<file path="src/rtl/store_buffer_pkg.sv">
// Shared types and constants for the store buffer: FSM encoding,
// AXI burst/response codes and prefetch depth.
package store_buffer_pkg;

    typedef enum logic [1:0] {
        ST_IDLE = 2'd0,
        ST_ADDR = 2'd1,
        ST_DATA = 2'd2,
        ST_RESP = 2'd3
    } state_t;

    localparam logic [1:0] BURST_FIXED = 2'b00;
    localparam logic [1:0] BURST_INCR  = 2'b01;
    localparam logic [1:0] RESP_OKAY   = 2'b00;

    localparam logic [2:0] FIFO_DEPTH  = 3'd2;

endpackage

</file>
<file path="src/rtl/store_buf_fifo.sv">
// Two-entry 32-bit prefetch FIFO between SRAM read data and the AXI W channel.
module store_buf_fifo (
    input  logic        clk,
    input  logic        rst,
    input  logic        push,
    input  logic        pop,
    input  logic [31:0] din,
    output logic [31:0] dout,
    output logic        full,
    output logic        empty,
    output logic [1:0]  count
);

    logic [31:0] mem [2];
    logic        wr_ptr;
    logic        rd_ptr;
    logic        do_push;
    logic        do_pop;

    assign full    = (count == 2'd2);
    assign empty   = (count == 2'd0);
    assign do_push = push && !full;
    assign do_pop  = pop && !empty;
    assign dout    = mem[rd_ptr];

    always_ff @(posedge clk) begin
        if (do_push) begin
            mem[wr_ptr] <= din;
        end
    end

    always_ff @(posedge clk) begin
        if (rst) begin
            wr_ptr <= 1'b0;
            rd_ptr <= 1'b0;
            count  <= 2'd0;
        end else begin
            if (do_push) begin
                wr_ptr <= ~wr_ptr;
            end
            if (do_pop) begin
                rd_ptr <= ~rd_ptr;
            end
            count <= count + {1'b0, do_push} - {1'b0, do_pop};
        end
    end

endmodule

</file>
<file path="src/rtl/store_buffer.sv">
// Store engine: streams SRAM words out as one AXI INCR write burst,
// prefetching through a 2-entry FIFO and reporting the B response.
module store_buffer
    import store_buffer_pkg::*;
(
    input  logic        clk,
    input  logic        rst,
    input  logic        ctrl_store_vld,
    output logic        ctrl_store_rdy,
    input  logic [7:0]  ctrl_store_id,
    input  logic [11:0] ctrl_store_dram_addr,
    input  logic [7:0]  ctrl_store_len,
    input  logic [2:0]  ctrl_store_size,
    input  logic [7:0]  ctrl_store_sram_addr,
    output logic        store_sram_vld,
    output logic [7:0]  store_sram_addr,
    input  logic [31:0] sram_store_dout,
    output logic [7:0]  store_axi_awid,
    output logic [11:0] store_axi_awaddr,
    output logic [7:0]  store_axi_awlen,
    output logic [2:0]  store_axi_awsize,
    output logic [1:0]  store_axi_awburst,
    output logic        store_axi_awvalid,
    input  logic        store_axi_awready,
    output logic [31:0] store_axi_wdata,
    output logic [3:0]  store_axi_wstrb,
    output logic        store_axi_wlast,
    output logic        store_axi_wvalid,
    input  logic        store_axi_wready,
    input  logic [7:0]  store_axi_bid,
    input  logic [1:0]  store_axi_bresp,
    input  logic        store_axi_bvalid,
    output logic        store_axi_bready,
    output logic        store_done,
    output logic        store_err
);

    state_t      state;
    state_t      next_state;

    logic [7:0]  id_q;
    logic [11:0] addr_q;
    logic [7:0]  len_q;
    logic [2:0]  size_q;
    logic [7:0]  rd_addr;
    logic [8:0]  rd_cnt;
    logic [8:0]  beat_cnt;
    logic [8:0]  beats_total;
    logic        inflight;

    logic        accept;
    logic        rd_en;
    logic        w_pop;
    logic [2:0]  used;

    logic [31:0] fifo_dout;
    logic        fifo_full;
    logic        fifo_empty;
    logic [1:0]  fifo_count;

    store_buf_fifo u_fifo (
        .clk   (clk),
        .rst   (rst),
        .push  (inflight),
        .pop   (w_pop),
        .din   (sram_store_dout),
        .dout  (fifo_dout),
        .full  (fifo_full),
        .empty (fifo_empty),
        .count (fifo_count)
    );

    assign beats_total       = {1'b0, len_q} + 9'd1;
    assign accept            = ctrl_store_vld && ctrl_store_rdy;

    assign store_axi_awid    = id_q;
    assign store_axi_awaddr  = addr_q;
    assign store_axi_awlen   = len_q;
    assign store_axi_awsize  = size_q;
    assign store_axi_awburst = BURST_INCR;
    assign store_axi_wdata   = fifo_dout;
    assign store_axi_wstrb   = 4'hF;
    assign store_axi_wlast   = (beat_cnt == {1'b0, len_q});
    assign store_sram_vld    = rd_en;
    assign store_sram_addr   = rd_addr;

    // A beat leaving this cycle frees a slot for a read issued this cycle.
    assign used = {1'b0, fifo_count} + {2'b00, inflight} - {2'b00, w_pop};

    always_comb begin
        next_state        = state;
        ctrl_store_rdy    = 1'b0;
        store_axi_awvalid = 1'b0;
        store_axi_wvalid  = 1'b0;
        store_axi_bready  = 1'b0;
        store_done        = 1'b0;
        store_err         = 1'b0;
        w_pop             = 1'b0;
        rd_en             = 1'b0;
        unique case (state)
            ST_IDLE: begin
                ctrl_store_rdy = 1'b1;
                if (ctrl_store_vld) begin
                    next_state = ST_ADDR;
                end
            end
            ST_ADDR: begin
                store_axi_awvalid = 1'b1;
                if (store_axi_awready) begin
                    next_state = ST_DATA;
                end
            end
            ST_DATA: begin
                store_axi_wvalid = !fifo_empty;
                w_pop = !fifo_empty && store_axi_wready;
                if (w_pop && store_axi_wlast) begin
                    next_state = ST_RESP;
                end
            end
            ST_RESP: begin
                store_axi_bready = 1'b1;
                if (store_axi_bvalid) begin
                    store_done = 1'b1;
                    store_err  = (store_axi_bresp != RESP_OKAY);
                    next_state = ST_IDLE;
                end
            end
            default: next_state = ST_IDLE;
        endcase
        if ((state == ST_ADDR || state == ST_DATA)
            && used < FIFO_DEPTH && rd_cnt < beats_total) begin
            rd_en = 1'b1;
        end
    end

    always_ff @(posedge clk) begin
        if (rst) begin
            state    <= ST_IDLE;
            id_q     <= '0;
            addr_q   <= '0;
            len_q    <= '0;
            size_q   <= '0;
            rd_addr  <= '0;
            rd_cnt   <= '0;
            beat_cnt <= '0;
            inflight <= 1'b0;
        end else begin
            state    <= next_state;
            inflight <= rd_en;
            if (accept) begin
                id_q     <= ctrl_store_id;
                addr_q   <= ctrl_store_dram_addr;
                len_q    <= ctrl_store_len;
                size_q   <= ctrl_store_size;
                rd_addr  <= ctrl_store_sram_addr;
                rd_cnt   <= '0;
                beat_cnt <= '0;
            end
            if (rd_en) begin
                rd_cnt  <= rd_cnt + 9'd1;
                rd_addr <= rd_addr + 8'd1;
            end
            if (w_pop) begin
                beat_cnt <= beat_cnt + 9'd1;
            end
        end
    end

endmodule

</file>
<file path="config.mk">
export PLATFORM = sky130hd
export DESIGN_NAME = store_buffer
export DESIGN_NICKNAME = d
export VERILOG_FILES = /design/src/rtl/store_buffer_pkg.sv /design/src/rtl/store_buf_fifo.sv /design/src/rtl/store_buffer.sv
export SDC_FILE = /design/constraint.sdc
export NUM_CORES = 1
export LEC_CHECK = 0
export ABC_AREA = 1
export BUFFER_PORTS_ARGS = -buffer_cell sky130_fd_sc_hd__buf_2
export CAP_MARGIN = 30
export CORE_UTILIZATION = 40
export DETAILED_ROUTE_END_ITERATION = 7
export PLACE_DENSITY = 0.74
export SLEW_MARGIN = 20
export SYNTH_ARGS = -nofsm -noshare
export SYNTH_HDL_FRONTEND = slang
export SYNTH_SLANG_ARGS = --single-unit
</file>
<file path="constraint.sdc">
create_clock -name clk -period 6.59 [get_ports clk]
set_input_delay 0.3295 -clock clk [delete_from_list [all_inputs] [get_ports clk]]
set_output_delay 0.3295 -clock clk [all_outputs]
set_load 0.01 [all_outputs]
</file>
==> metrics, run 1 <==
Final min period 3.61 ns; worst-path maximum fanout 24; synth unique cells 43; WS Path Type reg -> out; grt met1 use 21.9%; Critical Path Most Common Cell nor2_1; unrepaired setup endpoints after global routing false; Initial DRT Pass Iterations 5; initial antenna violation count 1; initial core utilization 41.4%; most common cell in the synthesized netlist nor2_1; hold_sp sram_store_dout[6]; clk_skew 0.00702 ns; TritonCTS clock tree built; clk slew on worst S/H paths 0.06 ns; I/O Buffers 157; placed cell area 0.00674 sq mm; CTS sink count 129; Max-slew headroom 57.8%; die height 123 microns; Synth Instances 593; GRT overflow 0; Yosys Warn Count 0; first-pass GRT wire length 20,600 microns; worst r2r src store_axi_awlen[0]; clock latency on the worst-skew pair 0.41 ns; num rows 43; status finished clean; DPL Wire Length 8980 microns; CP arrival 3.28 ns; Post-synth EDFFs 64; Crit. End Element primary output; routed wire length 12,900 microns; fmax 277 MHz; vias in the first global route 4,328; Power Density 395 mW/mm^2; CP max stage cell fa_1; vias 4,609; Bufs and invs on worst path 4; DR DRC count 0; Top delay family on crit path simple AND/OR/NAND/NOR gates; Longest Clk Path Bufs 2; I/O pin total 172; Req. time, crit path 6.26 ns; largest net degree at the start of global routing 55; fin area 0.00732 sq mm; register area share after synthesis 55.5%; post-synthesis area per instance 9.79 sq um; Synth area leaders edfxtp_1, dfxtp_1, nor2_1, mux2_2, nand2_1; htree depth 4; post-route ant nets 0; GR Util met2 29.1%; Detailed Route Iter0 Violations 313; startpoint types flop; crit path launch u_fifo.count[1]; total die area 0.0150 sq mm; share of layout cells above drive strength 1 32.9%; Final period util 54.7%; Main synth FF type dfxtp_1; CP max stage delay 0.50 ns; clock buffer count from CTS 17; setup TNS 0 ns; gpl congestion 0.802; Final nets 857; post-DR vias/cell 4.88; n_diodes 0; met3 Resource Use GR 5.67%; GRT Total Usage 17.8%; P_leak 3.09 nW; worst-margin pin slew 0.631 ns; clock root buffer clkbuf_16; gr busiest metal met2; WL per Instance 13.7 microns; Post-synth ARST share 0%; top cell type's share of synthesized area 33.1%; Slew Viols, Final 0; final setup fails 0; Max Cap Viol 0; worst hold path class in -> reg; CORE AREA 0.0140 sq mm; Final Hold Viols 0; area grow syn2layout 26.1%; post-cts resize count 0; mapped cell area 0.00581 sq mm; Die X 123 microns; crit-path cells nor2_1, nor2_1, nand2_2, inv_2, nand2_1, inv_1, o21ai_0, fa_1, nand3_1, nor2_2, nand3_2, nor2_4, nand2_4, clkinv_2, buf_2; postcts setup bufs 0; peak supply drop 0.260 mV; commonest cells in the synthesized netlist nor2_1, nand2_1, dfxtp_1; hold_buf cts 0; Synth area leader edfxtp_1; FF+latch count, synth 129
worst register-to-register path: stages, from the launching register on:
cell      delay [ns]
dfxtp_1         0.38
inv_1           0.12
nor3_1          0.31
nand3_1         0.17
nor3_1          0.20
xor2_1          0.10
ha_1            0.30
nand2_1         0.07
nor2_2          0.12
nand3_1         0.10
nor2_2          0.14
nor2_4          0.09
nand2_4         0.22
clkinv_2        0.27
o21ai_0         0.23
nor2_1          0.05
report_power, final:
group,switching [mW],internal [mW],total (mW)
combinational,0.541,0.330,0.871
sequential,0.0890,1.01,1.10
clock,0.389,0.538,0.926
cell type report:
class	instances	area [sq um]
Clock inverter	15	160
Clock buffer	17	425
Tap cell	180	225
Sequential cell	129	3220
Timing Repair Buffer	162	831
Inverter	59	223
Multi-Input combinational cell	382	2240
Fill cell	1287	6720
metal layers:
layer / vias to the layer above / part of all wire, %
met1: 2126 / 44
li1: 2315 / -
met2: 140 / 47
met3: 26 / 7.2
met5: - / 0.077
met4: 2 / 1.8
metrics by stage:
step / total power, mW / hold WS, ns / std cells / worst slack, ns / util [%]
2_1_floorplan: 1.71 / 0.408 / 597 / 4.00 / -
3_3_place_gp: 1.96 / 0.458 / 911 / 3.42 / 47.9
3_5_place_dp: 1.99 / 0.469 / 912 / 3.43 / 48.0
4_1_cts: 2.93 / 0.0765 / 944 / 2.94 / 52.2
5_1_grt: 3.09 / 0.0816 / 944 / 2.66 / 52.2
6_report: 2.90 / 0.101 / 944 / 2.98 / 52.2
kinds of logic (layout without fill, tap and decap cells):
group | count (synthesis) | count (layout) | synth area share [%]
flip-flops | 129 | 129 | 55.5
AND/OR/NAND/NOR | 217 | 217 | 16.2
multiplexers | 32 | 32 | 6.20
XOR/XNOR | 15 | 15 | 2.26
buffers and inverters | 86 | 253 | 6.35
AO/OA/AOI/OAI | 93 | 93 | 9.16
adder cells (fa/ha/maj) | 19 | 19 | 4.22
other | 2 | 6 | 0.129
layout by cell type, fill, tap and decap left out, types with 2 or more instances in the layout:
cell / instances
a21oi_1: 26
a21oi_2: 8
a221oi_1: 2
buf_2: 157
buf_4: 4
clkbuf_16: 17
clkinvlp_4: 2
conb_1: 6
dfxtp_1: 65
edfxtp_1: 64
ha_1: 18
inv_1: 54
inv_2: 3
inv_6: 7
inv_8: 4
mux2_1: 4
mux2_2: 28
nand2_1: 70
nand2_2: 3
nand3_1: 36
nand3_2: 4
nand4_1: 3
nor2_1: 84
nor2_2: 5
nor3_1: 7
nor4_1: 2
o21ai_0: 46
o21ai_1: 2
o21ai_2: 2
xnor2_1: 4
xor2_1: 11
worst paths after layout:
path                                        endpoint  slack, ns  cells after the start
worst min-delay path                u_fifo.mem[1][6]       0.10                      1
worst min register to register  store_axi_awaddr[10]       0.48                      2
worst max-delay path                  store_sram_vld       2.98                     15
worst max register to register             rd_cnt[0]       3.60                     15
registers in the layout, indices dropped and copies added, names as in the netlist, named ones only:
| name | count |
|---|---|
| u_fifo.count | 2 |
| u_fifo.mem | 64 |
| u_fifo.wr_ptr | 1 |
| inflight | 1 |
| store_sram_addr | 8 |
| rd_cnt | 9 |
| state | 2 |
| u_fifo.rd_ptr | 1 |
| store_axi_awlen | 8 |
| beat_cnt | 9 |
| store_axi_awsize | 3 |
| store_axi_awid | 8 |
| store_axi_awaddr | 12 |
No activity file was read; power rests on OpenSTA's default activity.
==> run 2, diff against run 1 <==
--- a/config.mk
+++ b/config.mk
@@ -10,7 +10,7 @@
 export CAP_MARGIN = 30
 export CORE_UTILIZATION = 40
 export DETAILED_ROUTE_END_ITERATION = 7
-export PLACE_DENSITY = 0.74
+export PLACE_DENSITY = 0.77
 export SLEW_MARGIN = 20
 export SYNTH_ARGS = -nofsm -noshare
 export SYNTH_HDL_FRONTEND = slang
==> constraint.sdc (replaced) <==
create_clock -name clk -period 3.1 [get_ports clk]
set_input_delay 0.155 -clock clk [delete_from_list [all_inputs] [get_ports clk]]
set_output_delay 0.155 -clock clk [all_outputs]
set_load 0.01 [all_outputs]
==> run 2 against run 1 <==
  * Combinational power grew 130%
  * Register-to-register slack lost 3.1 ns
  * Cell count grew 6.0%
  * Clock power grew 120%
  * First-iteration DRC count shrank 6.1%
  * Critical path type unchanged
  * Largest power group unchanged
==> metrics, run 2 (synthesis results as in run 1) <==
Cell Count, Final, Fillers Out 1,001; WL per Instance 13.8 microns; DR DRC count 0; WS Path Type reg -> out; post-route ant nets 0; RR Endpoint store_sram_addr[6]; CORE AREA 0.0140 sq mm; Final period util 93.8%; worst hold path class in -> reg; commonest cells after routing, fill and taps aside buf_2, nor2_1, nand2_1, edfxtp_1, dfxtp_1; final setup fails 0; max reg flops 64; share of layout cells above drive strength 1 32.3%; clk slew on worst S/H paths 0.06 ns; worst-margin pin slew 0.656 ns; Crit. End Element primary output; worst hold stages 3; gpl congestion 0.840; Final Hold Viols 0; area grow syn2layout 37.4%; Req. time, crit path 2.94 ns; hold_sp ctrl_store_id[5]; worst-path maximum fanout 11; Die X 123 microns; setup TNS 0 ns; num rows 43; Slew Viols, Final 0; htree depth 4; DPL Wire Length 8910 microns; I/O Buffers 157; Detailed Route Iter0 Violations 294; most common cell after layout, fill and taps aside buf_2; initial core utilization 41.4%; Final nets 914; peak supply drop 0.522 mV; clock buffer count from CTS 17; die height 123 microns; placed cell count 918; vias in the first global route 4,612; P_leak 3.36 nW; clock root buffer clkbuf_16; total die area 0.0150 sq mm; routed wire length 13,800 microns; Initial DRT Pass Iterations 4; status finished clean; Longest Clk Path Bufs 2; I/O pin total 172; Max Cap Viol 0; reg2reg path depth 17; GRT overflow 0; largest net degree at the start of global routing 55; clock latency on the worst-skew pair 0.41 ns; worst r2r src u_fifo.count[1]; first-pass GRT wire length 21,600 microns; CP arrival 2.75 ns; Final min period 2.91 ns; fmax 344 MHz; vias 4,833; GRT Total Usage 18.7%; CTS sink count 129; Power Density 809 mW/mm^2; initial antenna violation count 0; Max-slew headroom 56.3%; clk_skew 0.00709 ns; Biggest register u_fifo.mem; startpoint types flop; TritonCTS clock tree built; hold path endpoint store_axi_awid[5]; post-DR vias/cell 4.83; n_diodes 0; r2r setup slk 0.50 ns
==> run 2: changes by cell type in the layout (fill, tap and decap cells not counted), sizes merged <==
cell         delta
dlygate4sd3    +49
inv            -10
buf             +8
clkinv          +6
bufinv          +3
clkinvlp        +1
==> run 2: what timing repair did <==
action | CTS | global route
hold buffers | 49 | 0
endpoints found under the setup margin | 1 | 1
pin swaps | 0 | 1
endpoints found under the hold margin | 81 | 0
buffers inserted | 0 | 1
gates resized for setup | 3 | 13
==> run 2: metal layers <==
layer | track usage [%] | vias to the layer above | wire length (microns)
met4 | 6.63 | 0 | 212
met5 | 0 | - | 0
met1 | 21.6 | 2229 | 5700
met2 | 32.5 | 174 | 6920
met3 | 5.90 | 19 | 1000
li1 | - | 2411 | -
==> run 2: layout make-up <==
class | count | area [sq um]
inverters | 59 | 239
multi-input cells | 382 | 2280
fillers | 1153 | 6060
well taps | 180 | 225
clock inverters | 15 | 191
clock buffers | 17 | 425
repair buffers | 219 | 1390
flip-flops and latches | 129 | 3230
==> run 2: worst max-delay path by stage <==
stage | start | end | slack [ns] | cells past startpoint
after global routing | store_axi_awlen[0] | store_sram_vld | -0.09 | 14
after detailed placement | u_fifo.count[1] | store_sram_vld | 0.32 | 15
final | u_fifo.count[1] | store_sram_vld | 0.19 | 15
after floorplan | u_fifo.count[1] | rd_cnt[0] | 0.59 | 16
after CTS | store_axi_awlen[0] | store_sram_vld | 0.03 | 14
after global placement | u_fifo.count[1] | store_sram_vld | 0.32 | 15
==> run 2: per-stage QoR <==
stage	utilization [%]	hold slack [ns]	setup slack (ns)	cell area [sq um]	total power [mW]
after floorplan	-	0.234	0.592	5820	3.64
after global placement	48.3	0.342	0.318	6780	4.24
after detailed placement	48.3	0.347	0.316	6780	4.29
after CTS	56.2	0.00416	0.0260	7900	6.45
after global routing	56.8	0.00822	-0.0947	7980	6.85
final	56.8	0.00999	0.191	7980	6.45
==> run 2: power breakdown <==
part | total [mW] | switching (mW) | internal, mW
registers | 2.35 | 0.198 | 2.15
logic | 2.04 | 1.22 | 0.817
clock network | 2.06 | 0.727 | 1.34
==> run 2: critical path, stage by stage, from the launching register on <==
cell and delay [ns]:
dfxtp_4 0.37, nor2_1 0.07, nor2_2 0.17, nand2_4 0.12
inv_6 0.12, nand2_1 0.05, inv_1 0.08, o21ai_0 0.10
fa_1 0.49, nand3_1 0.09, nor2_2 0.09, nand3_2 0.11
nor2_4 0.13, nand2_4 0.11, clkinv_8 0.10, buf_2 0.13
